**src/rtl/transform_sequencer_pkg.sv**
```systemverilog
// Shared types and helpers for the FFT/NTT transform sequencer.
package transform_sequencer_pkg;

    localparam int K_W = 4;

    typedef enum logic [2:0] {
        ST_IDLE,
        ST_REQ,
        ST_SETTLE,
        ST_RUN,
        ST_WRAP,
        ST_FINISH
    } state_t;

    typedef enum logic [1:0] {
        N_SEL_8K      = 2'd0,
        N_SEL_16K     = 2'd1,
        N_SEL_32K     = 2'd2,
        N_SEL_ILLEGAL = 2'd3
    } n_sel_t;

    // Twiddle/modulus ROM select: direction bit above the limb index.
    function automatic logic [K_W:0] pack_constants_sel(input logic is_dif,
                                                        input logic [K_W-1:0] k);
        return {is_dif, k};
    endfunction

endpackage

```
**src/rtl/transform_sequencer_if.sv**
```systemverilog
// Command, loader handshake and transform-unit control bundle for the sequencer.
interface transform_sequencer_if #(
    parameter int K_WIDTH = transform_sequencer_pkg::K_W
);
    logic               start;
    logic               cmd_is_fft;
    logic               cmd_is_dif;
    logic [1:0]         cmd_n_sel;
    logic [K_WIDTH-1:0] cmd_first_k;
    logic [K_WIDTH-1:0] cmd_num_limbs;
    logic               limb_ready;
    logic               tf_done;

    logic               busy;
    logic               done;
    logic               error;
    logic               limb_req;
    logic               limb_done;
    logic [K_WIDTH-1:0] limb_idx;
    logic               tf_rst;
    logic               tf_is_fft;
    logic               tf_is_dif;
    logic [K_WIDTH-1:0] tf_current_k;
    logic [1:0]         tf_current_n;
    logic [K_WIDTH:0]   tf_constants_sel;

    modport slave (
        input  start, cmd_is_fft, cmd_is_dif, cmd_n_sel, cmd_first_k, cmd_num_limbs,
               limb_ready, tf_done,
        output busy, done, error, limb_req, limb_done, limb_idx,
               tf_rst, tf_is_fft, tf_is_dif, tf_current_k, tf_current_n, tf_constants_sel
    );

    modport master (
        output start, cmd_is_fft, cmd_is_dif, cmd_n_sel, cmd_first_k, cmd_num_limbs,
               limb_ready, tf_done,
        input  busy, done, error, limb_req, limb_done, limb_idx,
               tf_rst, tf_is_fft, tf_is_dif, tf_current_k, tf_current_n, tf_constants_sel
    );

endinterface

```
**src/rtl/transform_sequencer_seq_watchdog.sv**
```systemverilog
// Loadable down-counter; expired is high while the count sits at zero.
module transform_sequencer_seq_watchdog #(
    parameter int WIDTH = 20
) (
    input  logic             clk,
    input  logic             rst,
    input  logic             load,
    input  logic [WIDTH-1:0] load_value,
    output logic             expired
);
    logic [WIDTH-1:0] count;

    always_ff @(posedge clk) begin
        if (rst) begin
            count <= '0;
        end else if (load) begin
            count <= load_value;
        end else if (count != '0) begin
            count <= count - WIDTH'(1);
        end
    end

    assign expired = (count == '0);

endmodule

```
**src/rtl/transform_sequencer.sv**
```systemverilog
// Sequences one FFT or multi-limb NTT command through loader handshake, settle and run.
//
// state  | meaning
// IDLE   | no command; transform held in reset
// REQ    | asking the loader for limb limb_idx
// SETTLE | data loaded; hold tf_rst while mode/n/k propagate
// RUN    | transform running; watchdog armed
// WRAP   | limb written back; advance or finish
// FINISH | pulse done, drop busy
module transform_sequencer
    import transform_sequencer_pkg::*;
#(
    parameter int SETTLE_CYCLES  = 4,
    parameter int TIMEOUT_CYCLES = 2**20,
    parameter int K_WIDTH        = K_W
) (
    input  logic clk,
    input  logic rst,
    transform_sequencer_if.slave bus
);
    localparam int CNT_MAX = (TIMEOUT_CYCLES > SETTLE_CYCLES) ? TIMEOUT_CYCLES : SETTLE_CYCLES;
    localparam int CNT_W   = (CNT_MAX > 1) ? $clog2(CNT_MAX) : 1;
    localparam logic [CNT_W-1:0] SETTLE_LOAD  = CNT_W'(SETTLE_CYCLES - 1);
    localparam logic [CNT_W-1:0] TIMEOUT_LOAD = CNT_W'(TIMEOUT_CYCLES - 1);

    state_t             state;
    logic               run_first;
    logic [K_WIDTH-1:0] limbs_left;

    logic               busy_q, done_q, error_q, limb_req_q, limb_done_q;
    logic [K_WIDTH-1:0] limb_idx_q;
    logic               tf_rst_q, tf_is_fft_q, tf_is_dif_q;
    logic [1:0]         tf_current_n_q;
    logic [K_WIDTH:0]   tf_constants_sel_q;

    logic               cmd_legal;
    logic               wd_load;
    logic [CNT_W-1:0]   wd_value;
    logic               wd_expired;

    assign cmd_legal = (bus.cmd_n_sel != N_SEL_ILLEGAL) &&
                       (bus.cmd_is_fft || (bus.cmd_num_limbs != '0));

    // One counter serves both phases: settle length in REQ->SETTLE, timeout on SETTLE->RUN.
    always_comb begin
        wd_load  = 1'b0;
        wd_value = TIMEOUT_LOAD;
        if (state == ST_REQ) begin
            wd_load  = bus.limb_ready;
            wd_value = SETTLE_LOAD;
        end else if (state == ST_SETTLE) begin
            wd_load  = wd_expired;
        end
    end

    transform_sequencer_seq_watchdog #(.WIDTH(CNT_W)) u_watchdog (
        .clk        (clk),
        .rst        (rst),
        .load       (wd_load),
        .load_value (wd_value),
        .expired    (wd_expired)
    );

    always_ff @(posedge clk) begin
        if (rst) begin
            state              <= ST_IDLE;
            run_first          <= 1'b0;
            limbs_left         <= '0;
            busy_q             <= 1'b0;
            done_q             <= 1'b0;
            error_q            <= 1'b0;
            limb_req_q         <= 1'b0;
            limb_done_q        <= 1'b0;
            limb_idx_q         <= '0;
            tf_rst_q           <= 1'b1;
            tf_is_fft_q        <= 1'b0;
            tf_is_dif_q        <= 1'b0;
            tf_current_n_q     <= '0;
            tf_constants_sel_q <= '0;
        end else begin
            done_q      <= 1'b0;
            limb_done_q <= 1'b0;
            case (state)
                ST_IDLE: begin
                    if (bus.start) begin
                        if (cmd_legal) begin
                            state              <= ST_REQ;
                            busy_q             <= 1'b1;
                            error_q            <= 1'b0;
                            limb_req_q         <= 1'b1;
                            tf_is_fft_q        <= bus.cmd_is_fft;
                            tf_is_dif_q        <= bus.cmd_is_dif;
                            tf_current_n_q     <= bus.cmd_n_sel;
                            limb_idx_q         <= bus.cmd_first_k;
                            limbs_left         <= bus.cmd_is_fft ? K_WIDTH'(1) : bus.cmd_num_limbs;
                            tf_constants_sel_q <= pack_constants_sel(bus.cmd_is_dif, bus.cmd_first_k);
                        end else begin
                            error_q <= 1'b1;
                            done_q  <= 1'b1;
                        end
                    end
                end
                ST_REQ: begin
                    if (bus.limb_ready) begin
                        limb_req_q <= 1'b0;
                        state      <= ST_SETTLE;
                    end
                end
                ST_SETTLE: begin
                    if (wd_expired) begin
                        tf_rst_q  <= 1'b0;
                        run_first <= 1'b1;
                        state     <= ST_RUN;
                    end
                end
                ST_RUN: begin
                    run_first <= 1'b0;
                    // tf_done may still be high from the previous limb on the first RUN cycle.
                    if (bus.tf_done && !run_first) begin
                        tf_rst_q    <= 1'b1;
                        limb_done_q <= 1'b1;
                        state       <= ST_WRAP;
                    end else if (wd_expired) begin
                        tf_rst_q <= 1'b1;
                        error_q  <= 1'b1;
                        state    <= ST_FINISH;
                    end
                end
                ST_WRAP: begin
                    if (limbs_left > K_WIDTH'(1)) begin
                        limbs_left         <= limbs_left - K_WIDTH'(1);
                        limb_idx_q         <= limb_idx_q + K_WIDTH'(1);
                        tf_constants_sel_q <= pack_constants_sel(tf_is_dif_q, limb_idx_q + K_WIDTH'(1));
                        limb_req_q         <= 1'b1;
                        state              <= ST_REQ;
                    end else begin
                        state <= ST_FINISH;
                    end
                end
                ST_FINISH: begin
                    done_q <= 1'b1;
                    busy_q <= 1'b0;
                    state  <= ST_IDLE;
                end
                default: state <= ST_IDLE;
            endcase
        end
    end

    assign bus.busy             = busy_q;
    assign bus.done             = done_q;
    assign bus.error            = error_q;
    assign bus.limb_req         = limb_req_q;
    assign bus.limb_done        = limb_done_q;
    assign bus.limb_idx         = limb_idx_q;
    assign bus.tf_rst           = tf_rst_q;
    assign bus.tf_is_fft        = tf_is_fft_q;
    assign bus.tf_is_dif        = tf_is_dif_q;
    assign bus.tf_current_k     = limb_idx_q;
    assign bus.tf_current_n     = tf_current_n_q;
    assign bus.tf_constants_sel = tf_constants_sel_q;

endmodule

```
**src/flat_wrapper.sv**
```systemverilog
// flat-port wrapper written by rule: the top's interface ports become plain ports
module transform_sequencer_flat import transform_sequencer_pkg::*;
#(
    parameter int SETTLE_CYCLES  = 4,
    parameter int TIMEOUT_CYCLES = 2**20,
    parameter int K_WIDTH        = K_W
)
  (clk, rst, bus_start, bus_cmd_is_fft, bus_cmd_is_dif, bus_cmd_n_sel, bus_cmd_first_k, bus_cmd_num_limbs, bus_limb_ready, bus_tf_done, bus_busy, bus_done, bus_error, bus_limb_req, bus_limb_done, bus_limb_idx, bus_tf_rst, bus_tf_is_fft, bus_tf_is_dif, bus_tf_current_k, bus_tf_current_n, bus_tf_constants_sel);
  transform_sequencer_if #(.K_WIDTH(K_WIDTH)) bus_i ();
  input  logic clk;
  input  logic rst;
  input wire logic [$bits(bus_i.start)-1:0] bus_start;
  input wire logic [$bits(bus_i.cmd_is_fft)-1:0] bus_cmd_is_fft;
  input wire logic [$bits(bus_i.cmd_is_dif)-1:0] bus_cmd_is_dif;
  input wire logic [$bits(bus_i.cmd_n_sel)-1:0] bus_cmd_n_sel;
  input wire logic [$bits(bus_i.cmd_first_k)-1:0] bus_cmd_first_k;
  input wire logic [$bits(bus_i.cmd_num_limbs)-1:0] bus_cmd_num_limbs;
  input wire logic [$bits(bus_i.limb_ready)-1:0] bus_limb_ready;
  input wire logic [$bits(bus_i.tf_done)-1:0] bus_tf_done;
  output wire logic [$bits(bus_i.busy)-1:0] bus_busy;
  output wire logic [$bits(bus_i.done)-1:0] bus_done;
  output wire logic [$bits(bus_i.error)-1:0] bus_error;
  output wire logic [$bits(bus_i.limb_req)-1:0] bus_limb_req;
  output wire logic [$bits(bus_i.limb_done)-1:0] bus_limb_done;
  output wire logic [$bits(bus_i.limb_idx)-1:0] bus_limb_idx;
  output wire logic [$bits(bus_i.tf_rst)-1:0] bus_tf_rst;
  output wire logic [$bits(bus_i.tf_is_fft)-1:0] bus_tf_is_fft;
  output wire logic [$bits(bus_i.tf_is_dif)-1:0] bus_tf_is_dif;
  output wire logic [$bits(bus_i.tf_current_k)-1:0] bus_tf_current_k;
  output wire logic [$bits(bus_i.tf_current_n)-1:0] bus_tf_current_n;
  output wire logic [$bits(bus_i.tf_constants_sel)-1:0] bus_tf_constants_sel;
  assign bus_i.start = bus_start;
  assign bus_i.cmd_is_fft = bus_cmd_is_fft;
  assign bus_i.cmd_is_dif = bus_cmd_is_dif;
  assign bus_i.cmd_n_sel = bus_cmd_n_sel;
  assign bus_i.cmd_first_k = bus_cmd_first_k;
  assign bus_i.cmd_num_limbs = bus_cmd_num_limbs;
  assign bus_i.limb_ready = bus_limb_ready;
  assign bus_i.tf_done = bus_tf_done;
  assign bus_busy = bus_i.busy;
  assign bus_done = bus_i.done;
  assign bus_error = bus_i.error;
  assign bus_limb_req = bus_i.limb_req;
  assign bus_limb_done = bus_i.limb_done;
  assign bus_limb_idx = bus_i.limb_idx;
  assign bus_tf_rst = bus_i.tf_rst;
  assign bus_tf_is_fft = bus_i.tf_is_fft;
  assign bus_tf_is_dif = bus_i.tf_is_dif;
  assign bus_tf_current_k = bus_i.tf_current_k;
  assign bus_tf_current_n = bus_i.tf_current_n;
  assign bus_tf_constants_sel = bus_i.tf_constants_sel;
  transform_sequencer #(.SETTLE_CYCLES(SETTLE_CYCLES), .TIMEOUT_CYCLES(TIMEOUT_CYCLES), .K_WIDTH(K_WIDTH)) u_core (.clk(clk), .rst(rst), .bus(bus_i));
endmodule
```
**config.mk**
```make
export PLATFORM = sky130hd
export DESIGN_NAME = transform_sequencer_flat
export DESIGN_NICKNAME = d
export VERILOG_FILES = /design/src/rtl/transform_sequencer_pkg.sv /design/src/rtl/transform_sequencer_if.sv /design/src/rtl/transform_sequencer_seq_watchdog.sv /design/src/rtl/transform_sequencer.sv /design/src/flat_wrapper.sv
export SDC_FILE = /design/constraint.sdc
export NUM_CORES = 1
export LEC_CHECK = 0
export CAP_MARGIN = 20
export CORE_MARGIN = 10
export CORE_UTILIZATION = 63
export CTS_CLUSTER_SIZE = 40
export DETAILED_ROUTE_END_ITERATION = 8
export DONT_BUFFER_PORTS = 1
export PLACE_DENSITY_LB_ADDON = 0.2
export SYNTH_ARGS = -nofsm -noshare
export SYNTH_HDL_FRONTEND = slang
export SYNTH_SLANG_ARGS = --single-unit
```
**constraint.sdc**
```tcl
create_clock -name clk -period 2.1 [get_ports clk]
set_input_delay 0.42 -clock clk [delete_from_list [all_inputs] [get_ports clk]]
set_output_delay 0.42 -clock clk [all_outputs]
set_load 0.03 [all_outputs]
```
==> out/metrics.csv <==
metric,value,unit
outcome,completed,
fin nets,310,
# Max-Cap Violations,0,
sequential area share after synthesis,0.368,
vias in the first global route,1863,
DRC,0,
Initial Util,0.644,
Worst Setup End Kind,flip-flop,
Num Clock Sinks,43,
peak supply drop,0.000661,V
die area,6550,um2
post-route cell area,2540,um2
TritonCTS buffer count,5,
clk_skew,0.00332,ns
"Period Utilization, post-route",0.941,
WL final,5.23,mm
Avg WL per Cell,15.6,um
pin count of the biggest net entering global routing,44,
Tot GR Track Use,0.163,
"Hold Vio Cnt, Final",0,
Syn-to-layout area delta,8.51,%
Final Critical Period,1.98,ns
unrepaired setup endpoints after global routing,no,
Port-buffer cells,0,
Mapped Avg Cell Area,8.35,um2
ranking of synthesized cells by area,"dfxtp_1, xnor2_1, a21oi_1, nor2_1, nor3_1",
"Max FO, Critical Path",15,
Yosys top cell by area,dfxtp_1,
Setup CP Type,flip-flop to flip-flop,
row cnt,22,
worst path required time,2.28,ns
CTS Root Cell,clkbuf_8,
FILL cells,307,
most frequent cell after synthesis,dfxtp_1,
total number of vias,2006,
routability congestion estimate,0.858,
GRT overflow,0,
slew margin rel.,0.624,
Most used DFF post-synth,dfxtp_1,
Mapped Cells,280,
share of layout cells above drive strength 1,0.149,
worst hold path class,primary input to flip-flop,
YS warnings,0,
simple-gate share of the synthesized area,0.268,
initial antenna violation count,0,
CTS Hold Bufs,0,
final setup TNS,0,ns
post-synth top area share,0.368,
Vias/cell,5.97,
mapped cell area,2340,um2
leakage power total,0.983,nW
CTS tree,yes,
"top cells by count, synth","dfxtp_1, a21oi_1, nor2_1",
maximum root-to-sink buffer count,2,
post-synthesis compound-gate area fraction,0.178,
Post-synth EDFFs,0,
Die X,80.9,um
"Slew Viols, Final",0,
post-synth cell types,53,
register clock-pin slew on the reported worst setup and hold paths,0.08,ns
Pre-antenna DRT Iters,4,
Post-DP Area,2410,um2
hpwl dp,3.75,mm
largest family of logic cells by synthesized area,simple AND/OR/NAND/NOR gates,
DRT iter0 DRCs,156,
Cells after DPL,324,
hold slack,0.183,ns
CP Launch Type,flip-flop,
fin cells,336,
adder-cell area share of the yosys netlist,0.0268,
Final ANT Viol Nets,0,
Chip Height,80.9,um
Ports,40,
area of the core,3630,um2
Worst-Margin Slew,0.559,ns
R2R setup slack,0.12,ns
Fmax achieved,506,MHz
Power per Cell Area,1340,nW/um2
post-synthesis mux area share,0.0257,
worst skew pair latency,0.29,ns
first-pass GRT wire length,8.71,mm
"FFs w/ async S/R, synth",0,
Critical Path AT,2.16,ns
#FFs+latches synth,43,
Synth Net Count,302,
final setup fails,0,
Post-Synth XOR/XNOR Area,0.0674,
diode count,0,
H-tree levels,2,
[flip-flops by register name, indices dropped and copies added, names as in the netlist]
signal,cells
u_core.u_watchdog.count,20
u_core.limbs_left,4
u_core.bus.limb_idx,3
u_core.state,3
u_core.bus.tf_constants_sel,2
u_core.bus.tf_current_n,2
u_core.bus.busy,1
u_core.bus.done,1
u_core.bus.error,1
u_core.bus.limb_done,1
u_core.bus.limb_req,1
u_core.bus.tf_is_dif,1
u_core.bus.tf_is_fft,1
u_core.bus.tf_rst,1
u_core.run_first,1
[worst max-delay path, cell delays in order, from the launching register on]
cell and delay [ns]:
dfxtp_1 0.35, or4_4 0.53, nor4_4 0.33, nand4_4 0.27, buf_4 0.24, nand3_1 0.07, a21oi_1 0.06
[where the power goes]
group,internal [mW],switching (mW)
sequential,0.980,0.256
combinational,0.751,0.881
clock,0.258,0.268
total,1.99,1.41
[metrics by stage]
| stage | worst slack, ns | util | power, mW |
|---|---|---|---|
| 3_3_place_gp | 0.132 | 0.664 | 2.79 |
| 2_1_floorplan | 0.253 | - | 2.51 |
| 6_report | 0.123 | 0.698 | 3.39 |
| 4_1_cts | 0.0600 | 0.688 | 3.33 |
| 3_5_place_dp | 0.0682 | 0.664 | 2.81 |
| 5_1_grt | 0.00632 | 0.698 | 3.64 |
[logic make-up (layout without fill, tap and decap cells)]
logic type,count (synthesis),count (layout)
AO/OA/AOI/OAI,66,66
XOR/XNOR,18,18
adder cells (fa/ha/maj),5,5
buffers and inverters,31,39
flip-flops,43,43
multiplexers,6,6
AND/OR/NAND/NOR,111,111
[layout by cell type, fill, tap and decap left out, types with 4 or more instances in the layout]
cell type,Yosys,layout
a21oi_1,24,24
a31oi_1,4,4
and2_1,4,4
buf_4,8,23
clkbuf_8,0,6
dfxtp_1,43,43
ha_1,5,5
inv_1,9,9
mux2i_1,6,6
nand2_1,19,19
nand2b_1,4,4
nand3_1,15,15
nand3b_1,4,4
nor2_1,22,22
nor3_1,16,16
nor3b_1,4,4
nor4_1,4,4
o21ai_0,12,12
o22ai_1,6,6
xnor2_1,16,16
[final timing paths]
kind,from,to,cells past startpoint
max,u_core.u_watchdog.count[13],u_core.u_watchdog.count[2],6
min,rst,u_core.state[2],1
max reg2reg,u_core.u_watchdog.count[13],u_core.u_watchdog.count[2],6
min reg2reg,u_core.run_first,u_core.run_first,2
[routing by layer]
layer	up-vias	track usage	wire length, um
met5	-	0	0
met4	0	0.0536	61
met3	7	0.0541	485
met2	59	0.239	2220
met1	928	0.218	2460
li1	1012	-	-
[area by class of cell]
cell class / instances / area [um2] / share of cell area
tap: 48 / 60.1 / 0.0237
clock inverter: 1 / 5.00 / 0.00197
timing repair buffer: 23 / 173 / 0.0680
clock buffer: 6 / 82.6 / 0.0325
inverter: 9 / 33.8 / 0.0133
sequential: 43 / 861 / 0.339
multi-input combinational: 206 / 1320 / 0.521
[what timing repair did]
action | in CTS | in global routing
gates resized for setup | 0 | 0
hold endpoints to repair | 0 | 0
endpoints found under the setup margin | 0 | 9
buffers inserted | 0 | 5
Note: power is estimated with default switching activity, not from simulation.
